$ cat src/rtl/gonso_pkg.sv
// Shared constants for the gonso multi-channel register bank: register
// offsets, CTRL/STATUS bit positions, channel window layout and the
// byte-enable helpers used by every bus-writable register.
package gonso_pkg;

    localparam logic [11:0] OFF_CTRL    = 12'h000;
    localparam logic [11:0] OFF_STATUS  = 12'h004;
    localparam logic [11:0] OFF_DONE    = 12'h008;
    localparam logic [11:0] OFF_MASK    = 12'h00C;
    localparam logic [11:0] OFF_STEP    = 12'h010;
    localparam logic [11:0] OFF_CH_BASE = 12'h100;

    // Each channel owns an IN word followed by a RES word
    localparam int CH_STRIDE  = 8;
    localparam int CH_RES_OFS = 4;

    localparam int CTRL_EN_BIT     = 0;
    localparam int CTRL_IRQ_BIT    = 1;
    localparam int STATUS_INFL_LSB = 16;
    localparam int STATUS_OVF_BIT  = 31;

    function automatic logic [31:0] sel_to_mask(input logic [3:0] sel);
        return {{8{sel[3]}}, {8{sel[2]}}, {8{sel[1]}}, {8{sel[0]}}};
    endfunction

    function automatic logic [31:0] byte_merge(input logic [31:0] old_v,
                                               input logic [31:0] new_v,
                                               input logic [3:0]  sel);
        logic [31:0] m;
        m = sel_to_mask(sel);
        return (old_v & ~m) | (new_v & m);
    endfunction

endpackage

$ cat src/rtl/gonso_multi_regbank_if.sv
// Wishbone slave bus bundle for the gonso register bank.
interface gonso_multi_regbank_if;

    logic        wbs_cyc_i;
    logic        wbs_stb_i;
    logic [31:0] wbs_adr_i;
    logic        wbs_we_i;
    logic [31:0] wbs_dat_i;
    logic [3:0]  wbs_sel_i;
    logic [31:0] wbs_dat_o;
    logic        wbs_ack_o;

    modport slave (
        input  wbs_cyc_i, wbs_stb_i, wbs_adr_i, wbs_we_i, wbs_dat_i, wbs_sel_i,
        output wbs_dat_o, wbs_ack_o
    );

    modport master (
        output wbs_cyc_i, wbs_stb_i, wbs_adr_i, wbs_we_i, wbs_dat_i, wbs_sel_i,
        input  wbs_dat_o, wbs_ack_o
    );

endinterface

$ cat src/rtl/gonso_pipe.sv
// Non-stalling LAT-stage compute pipeline: adds input + step at the entry
// and shifts {valid, tag, data} through LAT registered stages.
// GONSO_SATURATE_EN: sum clamps at all-ones and in_ovf_o flags a clamp.
module gonso_pipe #(
    parameter int LAT = 2,
    parameter int DW  = 32,
    parameter int TW  = 2
) (
    input  logic              clk,
    input  logic              rst_n,
    input  logic              in_valid_i,
    input  logic [TW-1:0]     in_tag_i,
    input  logic [DW-1:0]     in_a_i,
    input  logic [DW-1:0]     in_b_i,
`ifdef GONSO_SATURATE_EN
    output logic              in_ovf_o,
`endif
    output logic [LAT-1:0]    stage_valid_o,
    output logic [LAT*TW-1:0] stage_tag_o,
    output logic              wb_valid_o,
    output logic [TW-1:0]     wb_tag_o,
    output logic [DW-1:0]     wb_data_o
);

    logic [LAT-1:0] v_q;
    logic [TW-1:0]  tag_q  [LAT];
    logic [DW-1:0]  data_q [LAT];
    logic [DW-1:0]  sum_s;

`ifdef GONSO_SATURATE_EN
    logic [DW:0] wide_s;

    // Saturating entry adder
    always_comb begin
        wide_s   = {1'b0, in_a_i} + {1'b0, in_b_i};
        in_ovf_o = in_valid_i & wide_s[DW];
        if (wide_s[DW]) begin
            sum_s = '1;
        end else begin
            sum_s = wide_s[DW-1:0];
        end
    end
`else
    // Wrapping entry adder (modulo 2^DW)
    always_comb begin
        sum_s = in_a_i + in_b_i;
    end
`endif

    // Shift valid/tag/data one stage per cycle; the pipe never stalls
    always_ff @(posedge clk or negedge rst_n) begin
        if (!rst_n) begin
            for (int i = 0; i < LAT; i++) begin
                v_q[i]    <= 1'b0;
                tag_q[i]  <= '0;
                data_q[i] <= '0;
            end
        end else begin
            v_q[0]    <= in_valid_i;
            tag_q[0]  <= in_tag_i;
            data_q[0] <= sum_s;
            for (int i = 1; i < LAT; i++) begin
                v_q[i]    <= v_q[i-1];
                tag_q[i]  <= tag_q[i-1];
                data_q[i] <= data_q[i-1];
            end
        end
    end

    // Flatten stage tags for the in-flight status view
    always_comb begin
        stage_tag_o = '0;
        for (int i = 0; i < LAT; i++) begin
            stage_tag_o[i*TW +: TW] = tag_q[i];
        end
    end

    assign stage_valid_o = v_q;
    assign wb_valid_o    = v_q[LAT-1];
    assign wb_tag_o      = tag_q[LAT-1];
    assign wb_data_o     = data_q[LAT-1];

endmodule

$ cat src/rtl/gonso_multi_regbank.sv
// Wishbone register bank with NCH compute channels sharing one LAT-stage
// pipeline. Writing IN[c] queues a job; a round-robin arbiter issues at most
// one job per cycle; the result lands in RES[c] and sets sticky DONE[c].
// GONSO_SATURATE_EN: saturating add and sticky overflow flag in STATUS[31].
module gonso_multi_regbank
    import gonso_pkg::*;
#(
    parameter int          NCH       = 4,
    parameter int          DW        = 32,
    parameter int          LAT       = 2,
    parameter logic [31:0] BASE_ADDR = 32'h3003_0000
) (
    input  logic                  clk,
    input  logic                  rst_n,
    gonso_multi_regbank_if.slave  wbs,
    output logic                  irq,
    output logic                  busy
);

    localparam int TW = (NCH > 1) ? $clog2(NCH) : 1;

    logic            access_s, hit_s, wr_s, rd_s;
    logic [11:0]     off_s;
    logic            dec_ctrl_s, dec_status_s, dec_done_s, dec_mask_s, dec_step_s;
    logic            dec_in_s, dec_res_s;
    logic [TW-1:0]   ch_s;

    logic            ack_q;
    logic [31:0]     rdat_q, rdat_d, status_s;
    logic [1:0]      ctrl_q, ctrl_d;
    logic [NCH-1:0]  mask_q, mask_d, pend_q, pend_d, done_q, done_d;
    logic [NCH-1:0]  pend_set_s, pend_clr_s, done_clr_s, wb_set_s, infl_s;
    logic [DW-1:0]   step_q, step_d;
    logic [DW-1:0]   in_q [NCH];
    logic [DW-1:0]   in_d [NCH];
    logic [DW-1:0]   res_q [NCH];
    logic            irq_q;
    logic [TW-1:0]   last_q, grant_s;
    logic            found_s, issue_s;

    logic [LAT-1:0]    stage_v_s;
    logic [LAT*TW-1:0] stage_tag_s;
    logic              wb_valid_s;
    logic [TW-1:0]     wb_tag_s;
    logic [DW-1:0]     wb_data_s;

`ifdef GONSO_SATURATE_EN
    logic ovf_q, ovf_d, ovf_clr_s, in_ovf_s;
`endif

    // Bus qualification and address decode
    always_comb begin
        int ch_off;
        access_s     = wbs.wbs_cyc_i & wbs.wbs_stb_i & ~ack_q;
        wr_s         = access_s & wbs.wbs_we_i;
        rd_s         = access_s & ~wbs.wbs_we_i;
        hit_s        = (wbs.wbs_adr_i[31:12] == BASE_ADDR[31:12]) && (wbs.wbs_adr_i[1:0] == 2'b00);
        off_s        = wbs.wbs_adr_i[11:0];
        dec_ctrl_s   = hit_s && (off_s == OFF_CTRL);
        dec_status_s = hit_s && (off_s == OFF_STATUS);
        dec_done_s   = hit_s && (off_s == OFF_DONE);
        dec_mask_s   = hit_s && (off_s == OFF_MASK);
        dec_step_s   = hit_s && (off_s == OFF_STEP);
        ch_off       = int'(off_s) - int'(OFF_CH_BASE);
        if (hit_s && (ch_off >= 0) && (ch_off < NCH * CH_STRIDE)) begin
            ch_s      = TW'(ch_off / CH_STRIDE);
            dec_in_s  = (ch_off % CH_STRIDE) == 0;
            dec_res_s = (ch_off % CH_STRIDE) == CH_RES_OFS;
        end else begin
            ch_s      = '0;
            dec_in_s  = 1'b0;
            dec_res_s = 1'b0;
        end
    end

    // Software writes: byte-enabled register updates, job queueing, W1C requests
    always_comb begin
        ctrl_d     = ctrl_q;
        mask_d     = mask_q;
        step_d     = step_q;
        in_d       = in_q;
        pend_set_s = '0;
        done_clr_s = '0;
`ifdef GONSO_SATURATE_EN
        ovf_clr_s  = 1'b0;
`endif
        if (wr_s) begin
            if (dec_ctrl_s) begin
                if (wbs.wbs_sel_i[0]) begin
                    ctrl_d = wbs.wbs_dat_i[1:0];
                end else begin
                    ctrl_d = ctrl_q;
                end
            end else if (dec_done_s) begin
                done_clr_s = NCH'(wbs.wbs_dat_i & sel_to_mask(wbs.wbs_sel_i));
            end else if (dec_mask_s) begin
                mask_d = NCH'(byte_merge(32'(mask_q), wbs.wbs_dat_i, wbs.wbs_sel_i));
            end else if (dec_step_s) begin
                step_d = DW'(byte_merge(32'(step_q), wbs.wbs_dat_i, wbs.wbs_sel_i));
            end else if (dec_in_s) begin
                in_d[ch_s]       = DW'(byte_merge(32'(in_q[ch_s]), wbs.wbs_dat_i, wbs.wbs_sel_i));
                pend_set_s[ch_s] = |wbs.wbs_sel_i;
`ifdef GONSO_SATURATE_EN
            end else if (dec_status_s) begin
                ovf_clr_s = wbs.wbs_sel_i[3] & wbs.wbs_dat_i[STATUS_OVF_BIT];
`endif
            end else begin
                ctrl_d = ctrl_q;
            end
        end else begin
            ctrl_d = ctrl_q;
        end
    end

    // Round-robin pick of the first pending channel after the last grant
    always_comb begin
        int            idx;
        logic [TW-1:0] cand;
        found_s = 1'b0;
        grant_s = '0;
        for (int i = 1; i <= NCH; i++) begin
            idx  = (int'(last_q) + i) % NCH;
            cand = TW'(idx);
            if (!found_s && pend_q[cand]) begin
                found_s = 1'b1;
                grant_s = cand;
            end else begin
            end
        end
        issue_s = ctrl_q[CTRL_EN_BIT] & found_s;
    end

    // Pending/done next state; a same-cycle set always beats a clear
    always_comb begin
        pend_clr_s = '0;
        wb_set_s   = '0;
        if (issue_s) begin
            pend_clr_s[grant_s] = 1'b1;
        end else begin
            pend_clr_s = '0;
        end
        if (wb_valid_s) begin
            wb_set_s[wb_tag_s] = 1'b1;
        end else begin
            wb_set_s = '0;
        end
        pend_d = (pend_q & ~pend_clr_s) | pend_set_s;
        done_d = (done_q & ~done_clr_s) | wb_set_s;
`ifdef GONSO_SATURATE_EN
        ovf_d  = (ovf_q & ~ovf_clr_s) | in_ovf_s;
`endif
    end

    // STATUS assembly and registered read-data mux
    always_comb begin
        infl_s = '0;
        for (int i = 0; i < LAT; i++) begin
            if (stage_v_s[i]) begin
                infl_s[stage_tag_s[i*TW +: TW]] = 1'b1;
            end else begin
            end
        end
        status_s                          = 32'd0;
        status_s[NCH-1:0]                 = pend_q;
        status_s[STATUS_INFL_LSB +: NCH]  = infl_s;
`ifdef GONSO_SATURATE_EN
        status_s[STATUS_OVF_BIT]          = ovf_q;
`else
        status_s[STATUS_OVF_BIT]          = 1'b0;
`endif
        if (rd_s) begin
            if (dec_ctrl_s)        rdat_d = 32'(ctrl_q);
            else if (dec_status_s) rdat_d = status_s;
            else if (dec_done_s)   rdat_d = 32'(done_q);
            else if (dec_mask_s)   rdat_d = 32'(mask_q);
            else if (dec_step_s)   rdat_d = 32'(step_q);
            else if (dec_in_s)     rdat_d = 32'(in_q[ch_s]);
            else if (dec_res_s)    rdat_d = 32'(res_q[ch_s]);
            else                   rdat_d = 32'd0;
        end else begin
            rdat_d = 32'd0;
        end
    end

    gonso_pipe #(.LAT(LAT), .DW(DW), .TW(TW)) u_pipe (
        .clk           (clk),
        .rst_n         (rst_n),
        .in_valid_i    (issue_s),
        .in_tag_i      (grant_s),
        .in_a_i        (in_q[grant_s]),
        .in_b_i        (step_q),
`ifdef GONSO_SATURATE_EN
        .in_ovf_o      (in_ovf_s),
`endif
        .stage_valid_o (stage_v_s),
        .stage_tag_o   (stage_tag_s),
        .wb_valid_o    (wb_valid_s),
        .wb_tag_o      (wb_tag_s),
        .wb_data_o     (wb_data_s)
    );

    // Register state, bus response, result writeback and interrupt
    always_ff @(posedge clk or negedge rst_n) begin
        if (!rst_n) begin
            ack_q  <= 1'b0;
            rdat_q <= 32'd0;
            ctrl_q <= 2'd0;
            mask_q <= '0;
            step_q <= '0;
            pend_q <= '0;
            done_q <= '0;
            irq_q  <= 1'b0;
            last_q <= TW'(NCH - 1);
`ifdef GONSO_SATURATE_EN
            ovf_q  <= 1'b0;
`endif
            for (int c = 0; c < NCH; c++) begin
                in_q[c]  <= '0;
                res_q[c] <= '0;
            end
        end else begin
            ack_q  <= access_s;
            rdat_q <= rdat_d;
            ctrl_q <= ctrl_d;
            mask_q <= mask_d;
            step_q <= step_d;
            pend_q <= pend_d;
            done_q <= done_d;
            irq_q  <= ctrl_q[CTRL_IRQ_BIT] & (|(done_q & mask_q));
`ifdef GONSO_SATURATE_EN
            ovf_q  <= ovf_d;
`endif
            if (issue_s) begin
                last_q <= grant_s;
            end
            for (int c = 0; c < NCH; c++) begin
                in_q[c] <= in_d[c];
                if (wb_valid_s && (wb_tag_s == TW'(c))) begin
                    res_q[c] <= wb_data_s;
                end
            end
        end
    end

    assign wbs.wbs_dat_o = rdat_q;
    assign wbs.wbs_ack_o = ack_q;
    assign irq           = irq_q;
    assign busy          = (|pend_q) | (|stage_v_s);

endmodule

$ cat src/flat_wrapper.sv
// flat-port wrapper written by rule: the top's interface ports become plain ports
module gonso_multi_regbank_flat import gonso_pkg::*;
#(
    parameter int          NCH       = 4,
    parameter int          DW        = 32,
    parameter int          LAT       = 2,
    parameter logic [31:0] BASE_ADDR = 32'h3003_0000
)
  (clk, rst_n, irq, busy, wbs_wbs_cyc_i, wbs_wbs_stb_i, wbs_wbs_adr_i, wbs_wbs_we_i, wbs_wbs_dat_i, wbs_wbs_sel_i, wbs_wbs_dat_o, wbs_wbs_ack_o);
  gonso_multi_regbank_if wbs_i ();
  input  logic clk;
  input  logic rst_n;
  output logic irq;
  output logic busy;
  input wire logic [$bits(wbs_i.wbs_cyc_i)-1:0] wbs_wbs_cyc_i;
  input wire logic [$bits(wbs_i.wbs_stb_i)-1:0] wbs_wbs_stb_i;
  input wire logic [$bits(wbs_i.wbs_adr_i)-1:0] wbs_wbs_adr_i;
  input wire logic [$bits(wbs_i.wbs_we_i)-1:0] wbs_wbs_we_i;
  input wire logic [$bits(wbs_i.wbs_dat_i)-1:0] wbs_wbs_dat_i;
  input wire logic [$bits(wbs_i.wbs_sel_i)-1:0] wbs_wbs_sel_i;
  output wire logic [$bits(wbs_i.wbs_dat_o)-1:0] wbs_wbs_dat_o;
  output wire logic [$bits(wbs_i.wbs_ack_o)-1:0] wbs_wbs_ack_o;
  assign wbs_i.wbs_cyc_i = wbs_wbs_cyc_i;
  assign wbs_i.wbs_stb_i = wbs_wbs_stb_i;
  assign wbs_i.wbs_adr_i = wbs_wbs_adr_i;
  assign wbs_i.wbs_we_i = wbs_wbs_we_i;
  assign wbs_i.wbs_dat_i = wbs_wbs_dat_i;
  assign wbs_i.wbs_sel_i = wbs_wbs_sel_i;
  assign wbs_wbs_dat_o = wbs_i.wbs_dat_o;
  assign wbs_wbs_ack_o = wbs_i.wbs_ack_o;
  gonso_multi_regbank #(.NCH(NCH), .DW(DW), .LAT(LAT), .BASE_ADDR(BASE_ADDR)) u_core (.clk(clk), .rst_n(rst_n), .wbs(wbs_i), .irq(irq), .busy(busy));
endmodule
$ cat config.mk
export PLATFORM = sky130hd
export DESIGN_NAME = gonso_multi_regbank_flat
export DESIGN_NICKNAME = d
export VERILOG_FILES = /design/src/rtl/gonso_pkg.sv /design/src/rtl/gonso_multi_regbank_if.sv /design/src/rtl/gonso_pipe.sv /design/src/rtl/gonso_multi_regbank.sv /design/src/flat_wrapper.sv
export SDC_FILE = /design/constraint.sdc
export NUM_CORES = 1
export LEC_CHECK = 0
export CORE_MARGIN = 2
export CORE_UTILIZATION = 45
export CTS_CLUSTER_DIAMETER = 50
export DETAILED_ROUTE_END_ITERATION = 10
export PLACE_DENSITY = 0.68
export SYNTH_ARGS = -nofsm -noshare
export SYNTH_HDL_FRONTEND = slang
export SYNTH_SLANG_ARGS = --single-unit
export TNS_END_PERCENT = 100
$ cat constraint.sdc
create_clock -name clk -period 5.7 [get_ports clk]
set_clock_uncertainty 0.15 [all_clocks]
set_input_delay 0.57 -clock clk [delete_from_list [all_inputs] [get_ports clk]]
set_output_delay 0.57 -clock clk [all_outputs]
set_load 0.05 [all_outputs]
After elaboration in Yosys (flattened, before gate mapping):

Index checks and enable logic that the tools add are counted.

* multipliers: 0
* magnitude comparators: 17
* reduce and logical (&&, ||, !) cells: 36
* add/subtract/negate cells: 7
* bitwise operators: 33
* div/mod/pow operators: 0
* muxes and demuxes: 60
* shift-type cells: 0
* equality and inequality tests: 9

Operators by type and width (number)
* 2-to-1 mux 32 bit: 15
* binary-select mux 32 bit (select 2 bit): 3
* bitwise mux 128 bit: 1
* bitwise AND 32 bit: 3
* demux 32 bit (select 2 bit): 1
* bitwise OR 32 bit: 2
* 2-to-1 mux 4 bit: 13
* adder 32 bit: 1
* logical NOT 32 bit: 1
* NOT 32 bit: 1
* equality test 12 x 4 -> 1 bit, second input constant: 2
* less-than comparator 2 x 3 -> 1 bit, second input constant: 8
* bitwise AND 4 bit: 5
* equality test 20 x 18 -> 1 bit, second input constant: 1
* logical AND 1 bit: 20
* bitwise OR 4 bit: 4
* 2-to-1 mux 1 bit: 14
* >= comparator 13 x 1 -> 1 bit, second input constant: 1
* less-than comparator 13 x 7 -> 1 bit, second input constant: 1
* subtractor 12 x 9 -> 13 bit, second input constant: 1
* equality test 12 x 3 -> 1 bit, second input constant: 1
* equality test 12 x 5 -> 1 bit, second input constant: 1
* logical NOT 12 bit: 1
* OR reduction 4 bit: 3
* 25 further kinds: 58

* register bits: 408
* memory bits (read-only): 0
* bits in latches: 0
* bits of input ports: 73
* bits in writable memories: 0
* output and inout bits: 35
* memories kept: 0
* logic and storage cells: 184

Logic depth before layout (Yosys ltp):

* depth after elaboration: 21
* mapped depth: 23
* mapped depth without buffers: 20

Cells and area by module:

Synthesis repeated with hierarchy kept, for this count alone.

* cells, all modules: 1987
* area total of the unflattened synthesis: 20271.9 sq um

By module, submodules not included
* gonso_multi_regbank: cells an instance 1638, instances 1, area an instance 16515.8 sq um, sequential area each 8460.6 sq um
* gonso_pipe: cells an instance 349, instances 1, area an instance 3756.1 sq um, sequential area each 1751.7 sq um

Worst setup path before layout:

OpenSTA, ideal clock, no wires.

* path type: flip-flop to flip-flop
* start: reg u_core.last_q[1]
* end: reg u_core.u_pipe.data_q[60] (netlist name)
* setup time: 124 ps
* arrival: 4579 ps
* stages on the path, launching flop included: 24
* buffers on the path: 3
* setup slack: 847 ps
* cells stage by stage: dfstp_2 > mux2i_1 > nor2_1 > nor3_1 > nand2b_1 > clkbuf_1 > inv_1 > clkbuf_1 > buf_2 > nor2_1 > a211oi_1 > a31oi_1 > ha_1 > inv_1 > fa_1 > nor2b_1 > o2111ai_1 > and3_1 > o31ai_1 > a31oi_1 > o31ai_1 > a221o_1 > a21oi_1 > xnor2_1

* cells in the longest elaborated chain, start to end: 18
* elaborated cells on any way between the ends: 30
* those cells by class: add/sub: 5; mux: 18; bitwise: 1; reduce/logical: 6

RTL lines
* start, declared: line gonso_multi_regbank.sv:38 `logic [TW-1:0] last_q, grant_s;`
* start signal, assigned: line gonso_multi_regbank.sv:213 `last_q <= TW'(NCH - 1);`
* start signal, assigned: line gonso_multi_regbank.sv:234 `last_q <= grant_s;`
* adder 2 x 1 -> 2 bit: line gonso_multi_regbank.sv:122 `idx = (int'(last_q) + i) % NCH;`
* binary-select mux 1 bit (select 2 bit): line gonso_multi_regbank.sv:124 `if (!found_s && pend_q[cand]) begin`
* 2-to-1 mux 1 bit (implied by the code): line gonso_multi_regbank.sv:124
* 2-to-1 mux 1 bit: line gonso_multi_regbank.sv:124
* logical NOT 1 bit: line gonso_multi_regbank.sv:124
* logical AND 1 bit: line gonso_multi_regbank.sv:124
* 2-to-1 mux 1 bit: line gonso_multi_regbank.sv:124
* logical NOT 1 bit: line gonso_multi_regbank.sv:124
* (+2 left out)
* logical NOT 1 bit: line gonso_multi_regbank.sv:124
* logical AND 1 bit: line gonso_multi_regbank.sv:124
* 2-to-1 mux 2 bit (*): line gonso_multi_regbank.sv:124
* NOT 2 -> 3 bit (implied by the code) (*): line gonso_multi_regbank.sv:190 `.in_a_i (in_q[grant_s]),`
* binary-select mux 32 bit (select 2 bit) (*): line gonso_multi_regbank.sv:190
* 2-to-1 mux 32 bit (implied by the code) (*) (2 in series): line gonso_multi_regbank.sv:190
* adder 32 bit (*): line gonso_pipe.sv:46 `sum_s = in_a_i + in_b_i;`
* net u_core.u_pipe.sum_s[28]: line gonso_pipe.sv:28 `logic [DW-1:0] sum_s;`
* end signal, assigned by index: line gonso_pipe.sv:65 `data_q[i] <= data_q[i-1];`
* end, declared: line gonso_pipe.sv:27 `logic [DW-1:0] data_q [LAT];`

Mark *: on every way through the listed nets, which the timed path passes. The rest lies on a longest branch. The select of a mux whose other input is x is not followed.
A chain may end at the register's enable or synchronous reset.

Worst setup path after layout:

Same ends and word-level chain as after synthesis.

==> results.yml <==
routing:
  detailedRoute.firstPassIterationCount: 6
  totalWireLength_um: 57000
  wl_per_cell_um: 22.3
  routed-via-count: 15400
  routed_via_density: 6.01
  drt-initial-drc-count: 1346
  drc_violations_left: 0
  number_of_antenna_violating_nets_in_the_routed_design: 0
worst_hold_path:
  min_delay_worst_endpoint: "u_core.u_pipe.wb_data_o[22]"
  timing.hold.worst.start: "u_core.u_pipe.data_q[54]"
  worstHoldPathType: "flip-flop to flip-flop"
  worstHoldPathCells: 0
power:
  worst_ir_drop_vdd_uv: 190
  power_per_cell_area_nw_per_um2: 269
  power.static_leakage_nw: 10.4
cts:
  worst_skew_pair.late_latency_ns: 0.58
  post-cts-setup-buffer-count: 0
  clock_pin_slew_of_the_registers_on_the_worst_case_setup_and_hold_paths_ns: 0.06
  clock_tree.buffer_depth: 3
  cts_made_buffers: 46
  htree_levels: 2
  clock_tree_from_tritoncts: "done"
  clockRootBuffer: "clkbuf_16"
  clkSinkCount: 408
layout:
  antenna_cells_inserted: 0
  final_nets: 2047
  multi_input_area_um2: 9100
  final_design_area_no_fill_um2: 23200
  layout_common_cells: "dfrtp_1 (406), nand2_1 (246), mux2_2 (212), a21oi_1 (128), nor2_1 (121)"
  layout-area-overhead-vs-synth_pct: 16.6
  sequential_cell_area_um2: 10200
  final_layout_size_suffix_gt1_share_pct: 18.9
  num-fill-cells: 3714
  layout.cells.most_common: "dfrtp_1"
critical_path:
  crit-reg2reg-launch: "u_core.last_q[1]"
  crit_path_required_time_ns: 6.01
  worst_setup_path_start_kind: "flip-flop"
  critical-path-slowest-cell: "o31ai_1"
  timing.critical_path.arrival_ns: 5.41
  crit_path_cell_trace: "mux2i_1, nor2_1, nor3_1, nand2b_2, buf_4, buf_4, a211oi_1, a31oi_1, ha_1, a21o_1, a21oi_1, and3_1, o31ai_1, a31oi_1, o31ai_1, a221o_1, a21oi_1, xnor2_1"
  r2r.worst_path.cells: 18
  r2r_end: "u_core.u_pipe.data_q[60]"
  end_kind: "flip-flop"
  timing.setup.critical_path_class: "flip-flop to flip-flop"
  worstPathMaxFanout: 40
  timing.reg2reg.setup_slack_ns: 0.60
  critPathMaxStageDelay_ns: 0.72
grt:
  number_of_antenna_violations_at_the_first_check_in_global_routing: 0
  groute.usage.overall_pct: 24.8
  first_global_vias: 15200
  grt_pass1_wl_um: 88900
  grt_start_max_net_pins: 158
  grt_overflow: 0
die:
  fp.dieArea_um2: 45800
  die_height_um: 214
  start_util_pct: 45.9
  pin_count: 108
  die_w_um: 214
  std_cell_rows: 76
  coreArea_um2: 43300
synthesis:
  synth_enable_flop_cells: 0
  syn-num-nets: 1975
  synth_top_family_by_area: "compound AO/OA/AOI/OAI gates"
  synth_area_um2: 19900
  netlist_instances: 1868
  synth-simple-area-share_pct: 11.8
  syn-mean-instance-area_um2: 10.6
  post_synthesis_compound_gate_area_fraction_pct: 16.3
  post_synth_xor_area_fraction_pct: 1.37
  synth_adder_area_share_pct: 2.18
  ys_seq_area_share_pct: 51.4
  synth.yosys.warnings: 0
  synth-seq-cells: 408
  synth-main-ff-cell: "dfrtp_1"
  synthDistinctLibCells: 72
  synthMuxAreaShare_pct: 13.8
  asyncSetResetFlopFracSynth_pct: 100
timing:
  rsz0062_at_grt: "no"
  finalCriticalPeriod_ns: 5.10
  post-route-period-util_pct: 89.5
  max_slew.worst_pin.slew_ns: 1.04
  final_number_of_max_transition_violations: 0
  fmax_ghz: 0.196
  totalNegativeSetupSlack_ns: 0
  hold_violations: 0
  worst_slew_margin_rel_pct: 28.8
  setup_failing_eps_final: 0
run_status:
  status: "completed"
place:
  place_congestion: 0.931
  dp.final_hpwl_um: 37800
  post_dp_cell_area_um2: 21600
  numPortBuffers: 107
job:
  max_cap_viol_count: 0
layer usage:
metal	routed length, um	GRT usage, %	vias up
met3	4360	5.01	105
li1	-	-	6944
met4	1730	8.55	0
met2	25900	38.0	584
met1	25000	35.2	7755
met5	0	0	-
critical path: cells and delay by family (launching register included):
kind / cells / cell delay, ns
AO/OA/AOI/OAI: 9 / 2.24
XOR/XNOR: 1 / 0.15
adder cells (fa/ha/maj): 1 / 0.23
buffers and inverters: 2 / 0.71
flip-flops: 1 / 0.58
multiplexers: 1 / 0.19
AND/OR/NAND/NOR: 4 / 0.70
synth_stat cells (23+ instances only):
library cell,count,area [um^2]
dfrtp_1,406,10200
nand2_1,248,931
mux2_2,212,2390
a21oi_1,129,646
nor2_1,123,462
o21ai_0,103,515
clkbuf_1,87,327
a211oi_1,40,300
a31oi_1,35,219
ha_1,33,413
nand3_1,31,155
a221o_1,30,300
and2_1,27,169
o22ai_1,25,156
inv_1,24,90.1
xnor2_1,23,201
kinds of logic (layout without fill, tap and decap cells):
| family | after synthesis | in the layout |
|---|---|---|
| xor+xnor | 31 | 31 |
| buf+inv | 148 | 255 |
| fa+ha+maj | 34 | 34 |
| mux | 240 | 240 |
| simple gates | 512 | 512 |
| flops | 408 | 408 |
| compound gates | 495 | 495 |
stage by stage:
stage	worst slack (ns)	hold WS (ns)	instances	utilization, %	power, mW
floorplan	0.847	0.124	1868	-	3.04
global placement	0.708	0.183	2476	49.8	3.21
detailed placement	0.641	0.185	2476	49.8	3.21
CTS	0.620	0.188	2560	53.5	6.27
global route	0.194	0.204	2560	53.5	6.41
finish	0.600	0.188	2560	53.5	6.22
state kept, by name, summed over array words and instances, names as in the netlist, named ones only:
signal / flops
u_core.in_q: 128
u_core.res_q: 128
u_core.u_pipe.data_q: 32
u_core.u_pipe.wb_data_o: 32
u_core.wbs.wbs_dat_o: 32
u_core.done_q: 4
u_core.pend_q: 4
u_core.ctrl_q: 2
u_core.last_q: 2
u_core.u_pipe.stage_tag_o: 2
u_core.u_pipe.stage_valid_o: 2
u_core.u_pipe.wb_tag_o: 2
u_core.irq: 1
u_core.wbs.wbs_ack_o: 1
where the power goes:
group | total (mW) | internal [mW] | switching, mW | leakage, nW
clock | 3.06 | 1.87 | 1.19 | 0.772
combinational | 0.259 | 0.0807 | 0.178 | 3.98
sequential | 2.90 | 2.90 | 0.000266 | 5.67
total | 6.22 | 4.85 | 1.37 | 10.4
cell type report:
type,count,share of cell area [%]
multi-input combinational,1312,39.3
clock inverter,15,0.983
inverter,24,0.389
clock buffer,68,5.85
sequential,408,44.1
timing repair buffer,148,6.20
tap,585,3.16
timing repair:
action	CTS	global route
hold buffers	1	0
gates resized for setup	0	0
hold endpoints to repair	95	0
how the worst max path moves through the flow:
stage	end	depth (start not counted)	start	slack (ns)
floorplan	u_core.u_pipe.data_q[60]	23	u_core.last_q[1]	0.85
global placement	u_core.u_pipe.data_q[60]	19	u_core.last_q[1]	0.71
detailed placement	u_core.u_pipe.data_q[60]	18	u_core.last_q[1]	0.64
CTS	u_core.u_pipe.data_q[60]	18	u_core.last_q[1]	0.62
global route	u_core.u_pipe.data_q[60]	18	u_core.last_q[1]	0.19
finish	u_core.u_pipe.data_q[60]	18	u_core.last_q[1]	0.60
Note: power is estimated with default switching activity, not from simulation.
